File: src/rtl/multiport_regfile_ckpt_pkg.sv
// Shared helpers for the checkpointed multi-port register file:
// width derivation, default checkpoint id type and assertion messages.
package regfile_pkg;

    // Ceiling log2; returns 0 for n <= 1.
    function automatic int unsigned clog2(input int unsigned n);
        int unsigned w;
        w = 0;
        while ((32'd1 << w) < n) w++;
        return w;
    endfunction

    // Index width that never collapses to zero bits.
    function automatic int unsigned cw_of(input int unsigned n);
        return (clog2(n) < 1) ? 1 : clog2(n);
    endfunction

    localparam int unsigned NCKPT_DFLT = 2;
    typedef logic [cw_of(NCKPT_DFLT)-1:0] ckpt_id_t;

    localparam string MSG_SAVE_FULL    = "regfile: save_call while no checkpoint slot is free";
    localparam string MSG_RESTORE_FREE = "regfile: restore from an unallocated checkpoint slot";

endpackage

File: src/rtl/multiport_regfile_ckpt_if.sv
// Read/write/checkpoint bus of the register file; master = rename logic, slave = regfile.
interface multiport_regfile_ckpt_if
    import regfile_pkg::*;
#(
    parameter int unsigned DW    = 8,
    parameter int unsigned NREGS = 4,
    parameter int unsigned NRD   = 2,
    parameter int unsigned NWR   = 2,
    parameter int unsigned NCKPT = 2
);
    localparam int unsigned AW = clog2(NREGS);
    localparam int unsigned CW = cw_of(NCKPT);

    logic [NRD*AW-1:0] rd_addr;
    logic [NRD*DW-1:0] rd_data;
    logic [NWR-1:0]    wr_call;
    logic [NWR*AW-1:0] wr_addr;
    logic [NWR*DW-1:0] wr_data;
    logic              save_call;
    logic              save_rdy;
    logic [CW-1:0]     save_id;
    logic              restore_call;
    logic [CW-1:0]     restore_id;
    logic              free_call;
    logic [CW-1:0]     free_id;

    modport master (
        output rd_addr, wr_call, wr_addr, wr_data,
        output save_call, restore_call, restore_id, free_call, free_id,
        input  rd_data, save_rdy, save_id
    );

    modport slave (
        input  rd_addr, wr_call, wr_addr, wr_data,
        input  save_call, restore_call, restore_id, free_call, free_id,
        output rd_data, save_rdy, save_id
    );
endinterface

File: src/rtl/multiport_regfile_ckpt_alloc.sv
// Checkpoint slot allocator: free bitmap, lowest-free encoder, alloc/free update.
module ckpt_alloc
    import regfile_pkg::*;
#(
    parameter int unsigned NCKPT = 2,
    localparam int unsigned CW   = cw_of(NCKPT)
) (
    input  logic             clk,
    input  logic             reset,
    input  logic             save_call_i,
    input  logic             free_call_i,
    input  logic [CW-1:0]    free_id_i,
    output logic             save_rdy_c_o,
    output logic [CW-1:0]    save_id_c_o,
    output logic             save_ok_c_o,
    output logic [NCKPT-1:0] free_map_o
);
    logic [NCKPT-1:0] free_q;
    logic [NCKPT-1:0] free_d;
    logic             free_ok;

    assign free_ok      = 32'(free_id_i) < NCKPT;
    assign save_rdy_c_o = |free_q;
    assign free_map_o   = free_q;

    // Lowest free slot index (0 when none free).
    always_comb begin
        save_id_c_o = '0;
        for (int i = int'(NCKPT) - 1; i >= 0; i--) begin
            if (free_q[i]) save_id_c_o = CW'(i);
        end
    end

    // A save colliding with a free of the same id is dropped; the free wins.
    assign save_ok_c_o = save_call_i && save_rdy_c_o &&
                         !(free_call_i && (free_id_i == save_id_c_o));

    // Next free bitmap: allocate first, then release.
    always_comb begin
        free_d = free_q;
        if (save_ok_c_o) free_d[save_id_c_o] = 1'b0;
        if (free_call_i && free_ok) free_d[free_id_i] = 1'b1;
    end

    // Bitmap register; every slot free out of reset.
    always_ff @(posedge clk) begin
        if (reset) free_q <= '1;
        else       free_q <= free_d;
    end
endmodule

File: src/rtl/multiport_regfile_ckpt.sv
// Multi-read/multi-write register file with checkpoint slots for rename/commit map tables.
// Optional RF_RD_BYPASS_EN: reads see this cycle's writes/restore combinationally.
module multiport_regfile_ckpt
    import regfile_pkg::*;
#(
    parameter int unsigned   DW        = 8,
    parameter int unsigned   NREGS     = 4,
    parameter int unsigned   NRD       = 2,
    parameter int unsigned   NWR       = 2,
    parameter int unsigned   NCKPT     = 2,
    parameter logic [DW-1:0] RESET_VAL = '0
) (
    input logic                      clk,
    input logic                      reset,
    multiport_regfile_ckpt_if.slave  bus
);
    localparam int unsigned AW = clog2(NREGS);
    localparam int unsigned CW = cw_of(NCKPT);

    logic [DW-1:0]    regs_q [NREGS];
    logic [DW-1:0]    regs_d [NREGS];
    logic [DW-1:0]    rd_src [NREGS];
    logic [DW-1:0]    snap_q [NCKPT][NREGS];
    logic             save_rdy;
    logic [CW-1:0]    save_id;
    logic             save_ok;
    logic [NCKPT-1:0] free_map;
    logic             restore_ok;

    ckpt_alloc #(.NCKPT(NCKPT)) u_alloc (
        .clk          (clk),
        .reset        (reset),
        .save_call_i  (bus.save_call),
        .free_call_i  (bus.free_call),
        .free_id_i    (bus.free_id),
        .save_rdy_c_o (save_rdy),
        .save_id_c_o  (save_id),
        .save_ok_c_o  (save_ok),
        .free_map_o   (free_map)
    );

    assign bus.save_rdy = save_rdy;
    assign bus.save_id  = save_id;
    assign restore_ok   = 32'(bus.restore_id) < NCKPT;

    // Next table: writes in ascending port order (highest wins), restore overrides all.
    always_comb begin
        regs_d = regs_q;
        for (int unsigned p = 0; p < NWR; p++) begin
            for (int unsigned r = 0; r < NREGS; r++) begin
                if (bus.wr_call[p] && (bus.wr_addr[p*AW +: AW] == AW'(r)))
                    regs_d[r] = bus.wr_data[p*DW +: DW];
            end
        end
        if (bus.restore_call && restore_ok) regs_d = snap_q[bus.restore_id];
    end

    // Read source: bypassed next-state or registered table.
    always_comb begin
`ifdef RF_RD_BYPASS_EN
        rd_src = regs_d;
`else
        rd_src = regs_q;
`endif
    end

    // Combinational read ports; out-of-range addresses return zero.
    always_comb begin
        bus.rd_data = '0;
        for (int unsigned p = 0; p < NRD; p++) begin
            if (32'(bus.rd_addr[p*AW +: AW]) < NREGS)
                bus.rd_data[p*DW +: DW] = rd_src[bus.rd_addr[p*AW +: AW]];
        end
    end

    // Table and snapshot registers; a snapshot captures the post-write/restore table.
    always_ff @(posedge clk) begin
        if (reset) begin
            for (int unsigned r = 0; r < NREGS; r++) regs_q[r] <= RESET_VAL;
            for (int unsigned c = 0; c < NCKPT; c++)
                for (int unsigned r = 0; r < NREGS; r++) snap_q[c][r] <= RESET_VAL;
        end else begin
            regs_q <= regs_d;
            if (save_ok) snap_q[save_id] <= regs_d;
        end
    end

    // Protocol checks: save with no free slot, restore from a free slot.
    always_ff @(posedge clk) begin
        if (!reset) begin
            if (bus.save_call) assert (save_rdy) else $warning("%s", MSG_SAVE_FULL);
            if (bus.restore_call && restore_ok)
                assert (!free_map[bus.restore_id]) else $warning("%s", MSG_RESTORE_FREE);
        end
    end
endmodule

File: src/flat_wrapper.sv
// flat-port wrapper written by rule: the top's interface ports become plain ports
module multiport_regfile_ckpt_flat import regfile_pkg::*;
#(
    parameter int unsigned   DW        = 8,
    parameter int unsigned   NREGS     = 4,
    parameter int unsigned   NRD       = 2,
    parameter int unsigned   NWR       = 2,
    parameter int unsigned   NCKPT     = 2,
    parameter logic [DW-1:0] RESET_VAL = '0
)
  (clk, reset, bus_rd_addr, bus_wr_call, bus_wr_addr, bus_wr_data, bus_save_call, bus_restore_call, bus_restore_id, bus_free_call, bus_free_id, bus_rd_data, bus_save_rdy, bus_save_id);
  multiport_regfile_ckpt_if #(.DW(DW), .NREGS(NREGS), .NRD(NRD), .NWR(NWR), .NCKPT(NCKPT)) bus_i ();
  input logic clk;
  input logic reset;
  input wire logic [$bits(bus_i.rd_addr)-1:0] bus_rd_addr;
  input wire logic [$bits(bus_i.wr_call)-1:0] bus_wr_call;
  input wire logic [$bits(bus_i.wr_addr)-1:0] bus_wr_addr;
  input wire logic [$bits(bus_i.wr_data)-1:0] bus_wr_data;
  input wire logic [$bits(bus_i.save_call)-1:0] bus_save_call;
  input wire logic [$bits(bus_i.restore_call)-1:0] bus_restore_call;
  input wire logic [$bits(bus_i.restore_id)-1:0] bus_restore_id;
  input wire logic [$bits(bus_i.free_call)-1:0] bus_free_call;
  input wire logic [$bits(bus_i.free_id)-1:0] bus_free_id;
  output wire logic [$bits(bus_i.rd_data)-1:0] bus_rd_data;
  output wire logic [$bits(bus_i.save_rdy)-1:0] bus_save_rdy;
  output wire logic [$bits(bus_i.save_id)-1:0] bus_save_id;
  assign bus_i.rd_addr = bus_rd_addr;
  assign bus_i.wr_call = bus_wr_call;
  assign bus_i.wr_addr = bus_wr_addr;
  assign bus_i.wr_data = bus_wr_data;
  assign bus_i.save_call = bus_save_call;
  assign bus_i.restore_call = bus_restore_call;
  assign bus_i.restore_id = bus_restore_id;
  assign bus_i.free_call = bus_free_call;
  assign bus_i.free_id = bus_free_id;
  assign bus_rd_data = bus_i.rd_data;
  assign bus_save_rdy = bus_i.save_rdy;
  assign bus_save_id = bus_i.save_id;
  multiport_regfile_ckpt #(.DW(DW), .NREGS(NREGS), .NRD(NRD), .NWR(NWR), .NCKPT(NCKPT), .RESET_VAL(RESET_VAL)) u_core (.clk(clk), .reset(reset), .bus(bus_i));
endmodule
File: config.mk
export PLATFORM = sky130hd
export DESIGN_NAME = multiport_regfile_ckpt_flat
export DESIGN_NICKNAME = d
export VERILOG_FILES = /design/src/rtl/multiport_regfile_ckpt_pkg.sv /design/src/rtl/multiport_regfile_ckpt_if.sv /design/src/rtl/multiport_regfile_ckpt_alloc.sv /design/src/rtl/multiport_regfile_ckpt.sv /design/src/flat_wrapper.sv
export SDC_FILE = /design/constraint.sdc
export NUM_CORES = 1
export LEC_CHECK = 0
export ABC_CLOCK_PERIOD_IN_PS = 5400
export BUFFER_PORTS_ARGS = -buffer_cell sky130_fd_sc_hd__buf_2
export CORE_MARGIN = 2
export CORE_UTILIZATION = 50
export DETAILED_ROUTE_END_ITERATION = 8
export HOLD_SLACK_MARGIN = 0.05
export PLACE_DENSITY = 0.76
export SYNTH_ARGS = -nofsm -noshare
export SYNTH_HDL_FRONTEND = slang
export SYNTH_SLANG_ARGS = --single-unit
File: constraint.sdc
create_clock -name clk -period 5.4 [get_ports clk]
set_input_delay 0 -clock clk [delete_from_list [all_inputs] [get_ports clk]]
set_output_delay 0 -clock clk [all_outputs]
set_load 0.05 [all_outputs]
After elaboration in Yosys (flattened, before gate mapping):

Memories as Yosys holds them, arrays and structs flattened.
Cells that the tools add are included.

* bits in latches: 0
* memory bits (read-only): 0
* register bits after elaboration: 34
* input port bits: 33
* bits in writable memories: 64
* memories: 1

* multiply operators: 0
* shift-type cells: 0
* muxes and demuxes: 31
* divide/modulo/power cells: 0
* eq/ne operators: 7
* bitwise logic cells: 5
* reductions and logical operators: 18
* add/sub/neg operators: 0
* $lt $le $gt $ge: 6

Memories
* u_core.snap_q: depth 2, width 32, read ports 1, clocked after memory_dff 0, write ports 2, RTL line multiport_regfile_ckpt.sv:23 `logic [DW-1:0] snap_q [NCKPT][NREGS];`

Operators by type and width (number)
* 8-bit two-way mux: 12
* 32-bit two-way mux: 2
* 8-bit binary-select mux with 2-bit select: 2
* 32-bit OR reduction: 1
* 1-bit logical AND: 13
* 1-bit two-way mux: 11
* 2-bit equality test, second input constant: 4
* 3-bit greater-or-equal comparator, second input constant: 2
* 2-bit NOT with 3-bit output: 2
* 2-bit by 1-bit equality test with 1-bit output, second input constant: 2
* 2-bit logical NOT: 2
* 1-bit by 2-bit < comparator with 1-bit output, second input constant: 2
* 2-bit two-way mux: 2
* 2-bit bitwise AND: 1
* 1-bit demux with 1-bit select: 2
* 1-bit greater-or-equal comparator, second input constant: 2
* 2-bit NOT: 1
* 2-bit OR: 1
* 2-bit OR reduction: 1
* 1-bit equality test: 1
* 1-bit logical NOT: 1

Longest topological paths before layout:

Gate-level depths: netlist (run 1).

* depth in word-level cells: 11
* depth in mapped cells: 6
* depth with buffers taken out: 4

Modules after synthesis:

From an unflattened synthesis (run 1), not the netlist that was laid out.

* cell total of the unflattened synthesis: 400
* area total of the unflattened synthesis: 5183.7 µm²

By module, submodules not included
* multiport_regfile_ckpt: seq. area each 2562.5 µm², instances 1, cells an instance 388, area an instance 5068.6 µm²
* ckpt_alloc: seq. area each 40.0 µm², instances 1, cells an instance 12, area an instance 115.1 µm²

Least setup slack after synthesis (run 1):

No wires, ideal clock.

* kind: reg-to-reg
* from: reg u_core.u_alloc.free_q[1] (netlist: u_core.u_alloc.free_map_o[1])
* to: mem u_core.snap_q[1][0] (netlist name) (enable)
* clock period less this slack: 2382 ps
* path buffers: 1
* arrival: 2024 ps
* data required time: 5042 ps
* setup slack: 3018 ps
* cell stages (with the launch flop): 5
* cells stage by stage: dfxtp_1 nor2b_1 and3_1 clkbuf_1 or2_2

RTL lines
* from (decl): RTL line multiport_regfile_ckpt_alloc.sv:18 `logic [NCKPT-1:0] free_q;`
* from (signal assigned): RTL line multiport_regfile_ckpt_alloc.sv:48 `else free_q <= free_d;`
* to (decl): RTL line multiport_regfile_ckpt.sv:23

==> out/metrics.csv, run 1 <==
stage;metric;value;unit
global_route;grt_start_max_net_pins;45;
finish;diodes;0;
global_route;track_usage;23.05;%
critical_path;cp-start-kind;register;
critical_path;arrival;2350;ps
clock_tree;cts_tree;done;
outcome;status;finished, final reports clean;
synthesis;synth_fp_nets;497;
sta;setup_viol;0;
global_route;grt_pass1_vias;3854;
placement;portBuffers;50;
finish;final_nets;525;
sta;skew;13.65;ps
synthesis;synth_seq_area_share;49.14;%
synthesis;yosys-top-cells-area;edfxtp_1 36%, dfxtp_1 13%, mux2i_1 9.1%;
sta;max_freq;459.6;MHz
synthesis;yosys_warnings;0;
sta;hold_ws;65.73;ps
sta;fin_crit_sh;40.30;%
critical_path;crit_chain;nor2b_1 -> a22o_1 -> nand3_1 -> o22ai_1;
floorplan;die_w;106.9;um
finish;seqCellArea;2603;um2
placement;pre_cts_ws;2960;ps
critical_path;end_kind;register;
drt;num_vias;4009;
drt;drt_iter0_markers;352;
finish;stdcell_count;633;
drt;route.antenna.remaining_nets;0;
synthesis;ys_types;36;
critical_path;cp_max_fo;24;
sta;rsz0062_at_grt;false;
synthesis;yosysTopAreaCellShare;36.29;%
clock_tree;cts-root-buf;clkbuf_8;
sta;setup_ws;3224;ps
clock_tree;clock_sinks;98;
flow_run;cap_violations;0;
synthesis;synth-seq-cells;98;
sta;tightest_slew;1317;ps
floorplan;fp.dieH;106.9;um
critical_path;required;5570;ps
global_route;grt_pass1_wl;20450;um
clock_tree;clk_latency;370;ps
floorplan;core;10320;um2
finish;syn2layout_area_growth;9.190;%
finish;multi_input_area;2482;um2
synthesis;synth_cells;464;
critical_path;slowest_stage;nand3_1;
critical_path;slowest_delay;760;ps
global_route;grt-ovfl-total;0;
sta;slew_headroom;11.99;%
drt;drc;0;
floorplan;ioPinCount;51;
placement;dp_hpwl;8524;um
clock_tree;numCtsBuffers;9;
finish;fin_util;56.02;%
finish;nFillCells;891;
global_route;antenna_found_initial;0;
placement;gp_congestion;0.9203;
floorplan;std_cell_rows;37;
pwr;powerDensity;288.1;nW/um2
synthesis;synth_top_area_cell;edfxtp_1;
clock_tree;clk_path_buf_depth;2;
sta;tns;0;ps
clock_tree;cts_resized;0;
drt;wl_per_cell;20.47;um
pwr;cellLeakagePower;2.339;nW
critical_path;worstSetupPathType;register to register;
clock_tree;cts_setup_buffers;0;
synthesis;synth_area;5296;um2
finish;layout-drive-gt1-share;25.75;%
floorplan;start_util;51.30;%
clock_tree;clk_pin_slew;110;ps
worst_hold_path;min_path_type;primary input to register;
sta;report.final.slew_viol_count;0;
pwr;irDropWorstVdd;0.0001685;V
sta;finalHoldViolCount;0;
sta;fin_crit;2176;ps
drt;wl;12960;um
clock_tree;htreeDepth;3;
drt;firstDrtPassIters;7;
drt;vias_per_cell;6.333;
synthesis;syn_avg_cell_area;11.41;um2
placement;dp_cells;613;
floorplan;dieArea;11430;um2
-- area by class of cell --
| type | count | share of cell area (%) |
|---|---|---|
| Sequential cell | 98 | 45.00 |
| Multi-Input combinational cell | 316 | 42.93 |
| Timing Repair Buffer | 56 | 5.279 |
| Tap cell | 136 | 2.942 |
| Clock buffer | 9 | 2.142 |
| Clock inverter | 7 | 0.9952 |
| Inverter | 11 | 0.7140 |
-- flip-flops by register name, summed over array words and instances (netlist names) --
register	flops
u_core.rd_src	32
u_core.u_alloc.free_map_o	2
u_core.snap_q	64
-- layer usage --
metal,share of wire (%),vias up,GRT usage (%)
li1,-,1843,-
met5,0,-,0
met3,7.9,25,5.289
met2,46,161,36.03
met4,1.6,0,6.401
met1,44,1980,32.44
-- per-stage QoR --
stage               power, W  instance area [um2]
floorplan           0.001133                 5296
global placement    0.001209                 5562
detailed placement  0.001218                 5562
CTS                 0.001666                 5783
global route        0.001724                 5783
finish              0.001666                 5783
-- path summary, 6_finish.rpt --
path / to / startpoint / slack [ps] / cells past startpoint
setup / recovery: u_core.snap_q[1][11] / u_core.u_alloc.free_map_o[0] / 3220 / 4
hold / removal: u_core.rd_src[19] / bus_wr_data[11] / 70 / 3
setup reg to reg: u_core.snap_q[1][11] / u_core.u_alloc.free_map_o[0] / 3220 / 4
hold reg to reg: u_core.snap_q[0][30] / u_core.snap_q[0][30] / 660 / 2
-- critical path: cells and delay by family, from the launching register on --
kind | cells | cell delay [ps]
compound gates | 2 | 650
flops | 1 | 360
simple gates | 2 | 970
-- timing repair --
action	4_1_cts	5_1_grt
hold endpoints to repair	2	0
endpoints found under the setup margin	0	0
hold buffers	4	0
-- power breakdown --
group | internal, W | switching, W | total, W
clock | 0.000175 | 0.000282 | 0.000457
combinational | 0.000120 | 0.000209 | 0.000329
sequential | 0.000854 | 0.0000253 | 0.000879
total | 0.00115 | 0.000516 | 0.00167
-- cells in the final DEF (no fill, tap or decap), types with 2 or more instances in the layout --
cell type      netlist  layout
or2_1                2       2
dfxtp_1             34      34
nand3_1              3       3
mux4_2              16      16
nand3b_1             4       4
edfxtp_1            64      64
buf_2               11      50
or2_2                9       9
o22ai_1             56      56
inv_6                0       3
a21oi_1             24      24
o211ai_1             8       8
and3_1               2       2
or4bb_1              8       8
a31o_2               8       8
a21oi_2              8       8
nor2b_1              2       2
buf_4                0       2
and3b_1              2       2
dlygate4sd3_1        0       4
mux2i_1             48      48
nor3b_2              3       3
nor2_1              16      16
a21o_1              25      25
inv_1               11      11
clkbuf_8             0       9
nand2_1             43      43
mux2_2              16      16
nor3b_1              6       6
-- synth_stat cells, drive strengths merged --
library cell  count
nand3             3
and3b             2
and2              1
mux4             16
or2              11
a21oi            32
a21o             25
nor3              1
mux2             16
o21ai             1
or3b              1
dfxtp            34
nand2b            1
inv              11
a22o              1
nor2b             2
clkbuf           25
o211ai            8
nand2            43
mux2i            48
a221o             1
a31o              8
edfxtp           64
or4bb             8
and3              2
nor3b             9
o22ai            56
nand3b            4
buf              14
nor2             16
-- cells by family (layout without fill, tap and decap cells) --
kind of cell	Yosys count	in the layout	share of synthesized area (%)
compound gates	132	132	16.66
simple gates	104	104	10.94
flops	98	98	49.14
buf+inv	50	83	3.992
mux	80	80	19.28
No activity file was read; power rests on OpenSTA's default activity.
==> run 2: changes to the inputs <==
ABC_CLOCK_PERIOD_IN_PS = 2100   (was 5400)
clock period = 2.1 ns   (was 5.4 ns; I/O delays follow)
==> run 2 against run 1 <==
  * Design area increased by 1.6%
  * Combinational power increased to 2.6 times the previous value
  * Sequential power increased to 2.6 times the previous value
  * Fmax increased by 38%
  * Critical path depth increased by 1
  * Clock power increased to 2.8 times the previous value
  * Register-to-register slack got worse by 2700 ps
  * Wire length increased by 4.8%
==> out/metrics.csv, run 2 (synthesis gave the netlist of run 1 again) <==
stage;metric;value;unit
sta;setup_ws;527.1;ps
clock_tree;cts_resized;0;
critical_path;cp-start-kind;register;
finish;nFillCells;852;
clock_tree;cts_hold_buf;4;
finish;layout_commonest_cell;edfxtp_1;
floorplan;start_util;51.30;%
finish;diodes;0;
global_route;grt-ovfl-total;0;
critical_path;cp_max_fo;24;
drt;wl_per_cell;21.19;um
critical_path;end_kind;register;
placement;dpl_cell_area;5637;um2
critical_path;r2r-start;u_core.u_alloc.free_map_o[0];
finish;final_nets;533;
critical_path;required;2210;ps
finish;layout_common_cells;64 x edfxtp_1, 56 x o22ai_1, 50 x buf_2;
drt;drc;0;
clock_tree;clk_path_buf_depth;2;
sta;finalHoldViolCount;0;
critical_path;worstSetupPathType;register to register;
floorplan;core;10320;um2
sta;setup_viol;0;
floorplan;die_w;106.9;um
critical_path;crit_chain;nor2b_2 -> a22o_1 -> nand3_1 -> buf_4 -> o22ai_1;
finish;multi_input_area;2485;um2
critical_path;critPathLaunch;u_core.u_alloc.free_map_o[0];
worst_hold_path;hold_depth;3;
clock_tree;numCtsBuffers;9;
pwr;total_power;0.004389;W
outcome;status;finished, final reports clean;
floorplan;std_cell_rows;37;
drt;drt_iter0_markers;446;
placement;portBuffers;50;
clock_tree;cts_tree;done;
clock_tree;htreeDepth;3;
clock_tree;clk_pin_slew;90;ps
drt;wl;13580;um
clock_tree;cts-root-buf;clkbuf_8;
flow_run;cap_violations;0;
drt;num_vias;4087;
sta;fin_crit;1573;ps
drt;route.antenna.remaining_nets;0;
global_route;grt_start_max_net_pins;39;
sta;skew;12.65;ps
critical_path;slowest_stage;dfxtp_1;
critical_path;path_buf_inv;1;
global_route;grt_pass1_wl;21650;um
clock_tree;clk_latency;380;ps
finish;largest_register_ffs;64;
pwr;cellLeakagePower;2.395;nW
sta;rsz0062_at_grt;false;
critical_path;r2r_cells;5;
worst_hold_path;hold_start;bus_wr_data[14];
finish;top_register;u_core.snap_q;
pwr;irDropWorstVdd;0.0003991;V
critical_path;arrival;1680;ps
finish;layout-drive-gt1-share;27.33;%
global_route;grt_pass1_vias;3923;
global_route;antenna_found_initial;0;
global_route;track_usage;24.82;%
clock_tree;clock_sinks;98;
placement;gp_congestion;0.9191;
critical_path;timing.rr.end;u_core.snap_q[1][4];
critical_path;slowest_delay;420;ps
sta;tns;0;ps
finish;stdcell_area;5877;um2
placement;dp_hpwl;8878;um
finish;syn2layout_area_growth;10.96;%
pwr;powerDensity;746.9;nW/um2
sta;report.final.slew_viol_count;0;
floorplan;ioPinCount;51;
floorplan;fp.dieH;106.9;um
worst_hold_path;min_path_type;primary input to register;
finish;seqCellArea;2603;um2
critical_path;r2r_slack;530;ps
drt;firstDrtPassIters;5;
critical_path;critical-path-top-delay-family;flip-flops;
sta;tightest_slew;857.9;ps
sta;hold_ws;61.77;ps
placement;pre_cts_ws;367.7;ps
sta;slew_headroom;42.74;%
clock_tree;cts_setup_buffers;0;
worst_hold_path;hold_end;u_core.rd_src[22];
sta;max_freq;635.8;MHz
drt;vias_per_cell;6.376;
floorplan;dieArea;11430;um2
sta;fin_crit_sh;74.90;%
[run 2: cell types whose count changed in the layout (fill, tap and decap cells not counted)]
cell and delta:
clkinv_4 -1, buf_12 +1, nor2b_2 +1, bufinv_16 +1, clkinv_2 +2, buf_4 +7, clkinv_1 -1, nor2b_1 -1
inv_6 -1
[run 2: tightest hold or removal path: cells and delay by family]
family | cells | cell delay (ps)
AO/OA/AOI/OAI | 1 | 150
multiplexers | 1 | 110
buffers and inverters | 1 | 130
[run 2: cell type report]
type	count	area share [%]
clock buffer	9	2.108
timing repair buffer	64	6.430
clock inverter	7	1.299
inverter	11	0.7026
tap	136	2.895
sequential	98	44.28
multi-input combinational	316	42.28
[run 2: how the worst max path moves through the flow]
| stage | end | depth (start not counted) |
|---|---|---|
| 2_1_floorplan | u_core.snap_q[1][0] | 4 |
| 3_3_place_gp | u_core.snap_q[1][4] | 5 |
| 3_5_place_dp | u_core.snap_q[1][3] | 5 |
| 4_1_cts | u_core.snap_q[1][3] | 5 |
| 5_1_grt | u_core.snap_q[1][3] | 5 |
| 6_report | u_core.snap_q[1][4] | 5 |
[run 2: metal layers]
metal  vias up  wire, um  global-route usage, %  share of wire (%)
met3        31      1273                  6.322                9.4
met2       228      6288                  38.13                 46
met4         0       314                  8.442                2.3
li1       1853         -                      -                  -
met1      1975      5706                  34.41                 42
met5         -         0                      0                  0
[run 2: through the flow]
step / utilization (%) / cells
floorplan: - / 464
global placement: 54.60 / 621
detailed placement: 54.60 / 621
CTS: 56.93 / 641
global route: 56.93 / 641
finish: 56.93 / 641
[run 2: power by group]
| group | switching (W) | total [W] | internal, W |
|---|---|---|---|
| clock network | 0.000702 | 0.00127 | 0.000564 |
| logic | 0.000540 | 0.000859 | 0.000318 |
| registers | 0.0000694 | 0.00226 | 0.00220 |
==> run 3: changes to the inputs <==
ABC_AREA = 1   (was default)
ABC_CLOCK_PERIOD_IN_PS = 1470   (was 2100)
clock period = 1.47 ns   (was 2.1 ns; I/O delays follow)
==> run 3 against run 2 <==
  * Global-route usage up 3.4 points
  * Setup slack worse by 490 ps
  * Combinational power up 47%
  * First-iteration DRC count up 58%
  * Cell count up 34%
  * Clock-buffer cell count up 1
  * Register-to-register slack worse by 490 ps
  * Utilization up 1.7 points
  * Critical path type unchanged
  * Critical endpoint is now u_core.snap_q[0][25]
==> out/metrics.csv, run 3 <==
stage;metric;value;unit
outcome;status;finished, final reports clean;
finish;seqCellArea;2608;um2
sta;max_freq;699.7;MHz
placement;portBuffers;50;
critical_path;end_kind;register;
placement;dp_cells;835;
clock_tree;clk_path_buf_depth;2;
synthesis;syn_avg_cell_area;7.747;um2
synthesis;synth_fp_nets;701;
pwr;cellLeakagePower;2.491;nW
drt;route.antenna.remaining_nets;0;
floorplan;core;10180;um2
clock_tree;clk_pin_slew;80;ps
synthesis;synth_area;5175;um2
synthesis;synth-seq-cells;98;
global_route;grt_pass1_wl;24230;um
pwr;powerDensity;1040;nW/um2
floorplan;fp.dieH;105.7;um
drt;drc;0;
clock_tree;cts_tree;done;
drt;vias_per_cell;5.941;
drt;drt_iter0_markers;703;
sta;hold_ws;104.5;ps
global_route;track_usage;28.20;%
global_route;grt_pass1_vias;4634;
floorplan;dieArea;11180;um2
sta;fin_crit_sh;97.23;%
floorplan;std_cell_rows;37;
finish;multi_input_area;2355;um2
worst_hold_path;min_path_type;primary input to register;
sta;finalHoldViolCount;0;
clock_tree;htreeDepth;3;
sta;setup_viol;0;
synthesis;yosys-top-cells-count;122 x nor2_1, 108 x nand2_1, 89 x a21oi_1;
finish;syn2layout_area_growth;15.45;%
placement;dp_hpwl;10940;um
critical_path;cp_max_fo;8;
sta;tightest_slew;744.1;ps
placement;gp_congestion;0.9611;
drt;firstDrtPassIters;6;
clock_tree;cts-root-buf;clkbuf_8;
synthesis;yosys-top-cells-area;edfxtp_1 37%, dfxtp_1 13%, nor2_1 8.8%;
floorplan;start_util;50.81;%
sta;slew_headroom;50.34;%
sta;report.final.slew_viol_count;0;
drt;num_vias;5103;
sta;skew;10.44;ps
drt;wl_per_cell;18.20;um
synthesis;synthArstFlopShare;0;%
synthesis;synth_seq_area_share;50.29;%
drt;wl;15640;um
floorplan;die_w;105.7;um
synthesis;synth_top_area_cell;edfxtp_1;
finish;stdcell_area;5974;um2
critical_path;arrival;1510;ps
finish;top_register;u_core.snap_q;
finish;final_nets;751;
sta;rsz0062_at_grt;true;
finish;layout_commonest_cell;nor2_1;
clock_tree;numCtsBuffers;9;
synthesis;synth-edff-count;64;
finish;diodes;0;
global_route;grt-ovfl-total;0;
synthesis;yosysMostFrequentCell;nor2_1;
finish;largest_register_ffs;64;
finish;layout-drive-gt1-share;14.38;%
finish;layout_common_cells;121 x nor2_1, 103 x nand2_1, 89 x a21oi_1;
finish;nFillCells;913;
sta;fin_crit;1429;ps
finish;stdcell_count;859;
synthesis;synth_cells;668;
pwr;total_power;0.006214;W
global_route;grt_start_max_net_pins;34;
clock_tree;clk_latency;380;ps
flow_run;cap_violations;0;
synthesis;ys_types;19;
synthesis;yosysTopAreaCellShare;37.14;%
floorplan;ioPinCount;51;
synthesis;synth-main-ff-cell;edfxtp_1;
critical_path;worstSetupPathType;register to register;
critical_path;required;1560;ps
placement;dpl_cell_area;5694;um2
pwr;irDropWorstVdd;0.0004664;V
clock_tree;clock_sinks;98;
critical_path;cp-start-kind;register;
global_route;antenna_found_initial;0;
synthesis;yosys_warnings;0;
[run 3: kinds of logic after synthesis]
logic type             share of synthesized area [%]
AND/OR/NAND/NOR                                26.79
AO/OA/AOI/OAI                                  16.15
flip-flops                                     50.29
buffers and inverters                          6.770
[run 3: power breakdown]
| part | total, W | leakage (nW) | internal [W] | switching (W) |
|---|---|---|---|---|
| clock | 0.00170 | 0.0874 | 0.000773 | 0.000924 |
| sequential | 0.00325 | 0.948 | 0.00313 | 0.000119 |
| combinational | 0.00126 | 1.46 | 0.000364 | 0.000899 |
[run 3: layout make-up]
cell class	count	area share [%]
tap	136	2.848
multi-input combinational	488	39.41
timing repair buffer	74	8.000
inverter	47	2.995
clock buffer	10	2.136
sequential	98	43.64
clock inverter	6	0.9634
[run 3: through the flow]
step	worst slack, ps	setup TNS (ps)	utilization (%)
CTS	8.167	0	58.12
floorplan	-35.77	-1145	-
detailed placement	21.71	0	55.91
finish	40.74	0	58.66
global placement	54.57	0	55.91
global route	-4.162	-25.03	58.66
[run 3: critical path, stage by stage, from the launching register on]
cell and delay (ps):
dfxtp_4 400, inv_4 60, nand2_8 60, nand2_4 50
nor2_4 140, nand3b_4 120, buf_4 190, nand2_8 120
[run 3: path summary, 6_finish.rpt]
check	from	to	slack (ps)	cells past startpoint
worst max-delay path	u_core.u_alloc.free_map_o[0]	u_core.snap_q[0][25]	40	7
worst min-delay path	bus_free_call	u_core.u_alloc.free_map_o[1]	100	5
worst max register to register	u_core.u_alloc.free_map_o[0]	u_core.snap_q[0][25]	40	7
worst min register to register	u_core.u_alloc.free_map_o[1]	u_core.u_alloc.free_map_o[1]	520	2
[run 3: what timing repair did]
action / CTS / global route
setup endpoints to repair: 0 / 32
hold buffers: 4 / 0
gates resized for setup: 0 / 3
hold endpoints to repair: 2 / 0
buffers inserted: 0 / 2
[run 3: routing by layer]
metal | global-route usage, % | vias up | wire (um)
met5 | 0 | - | 0
met4 | 12.22 | 0 | 576
met3 | 5.566 | 47 | 1960
met2 | 45.12 | 348 | 7188
met1 | 37.33 | 2310 | 5910
li1 | - | 2398 | -
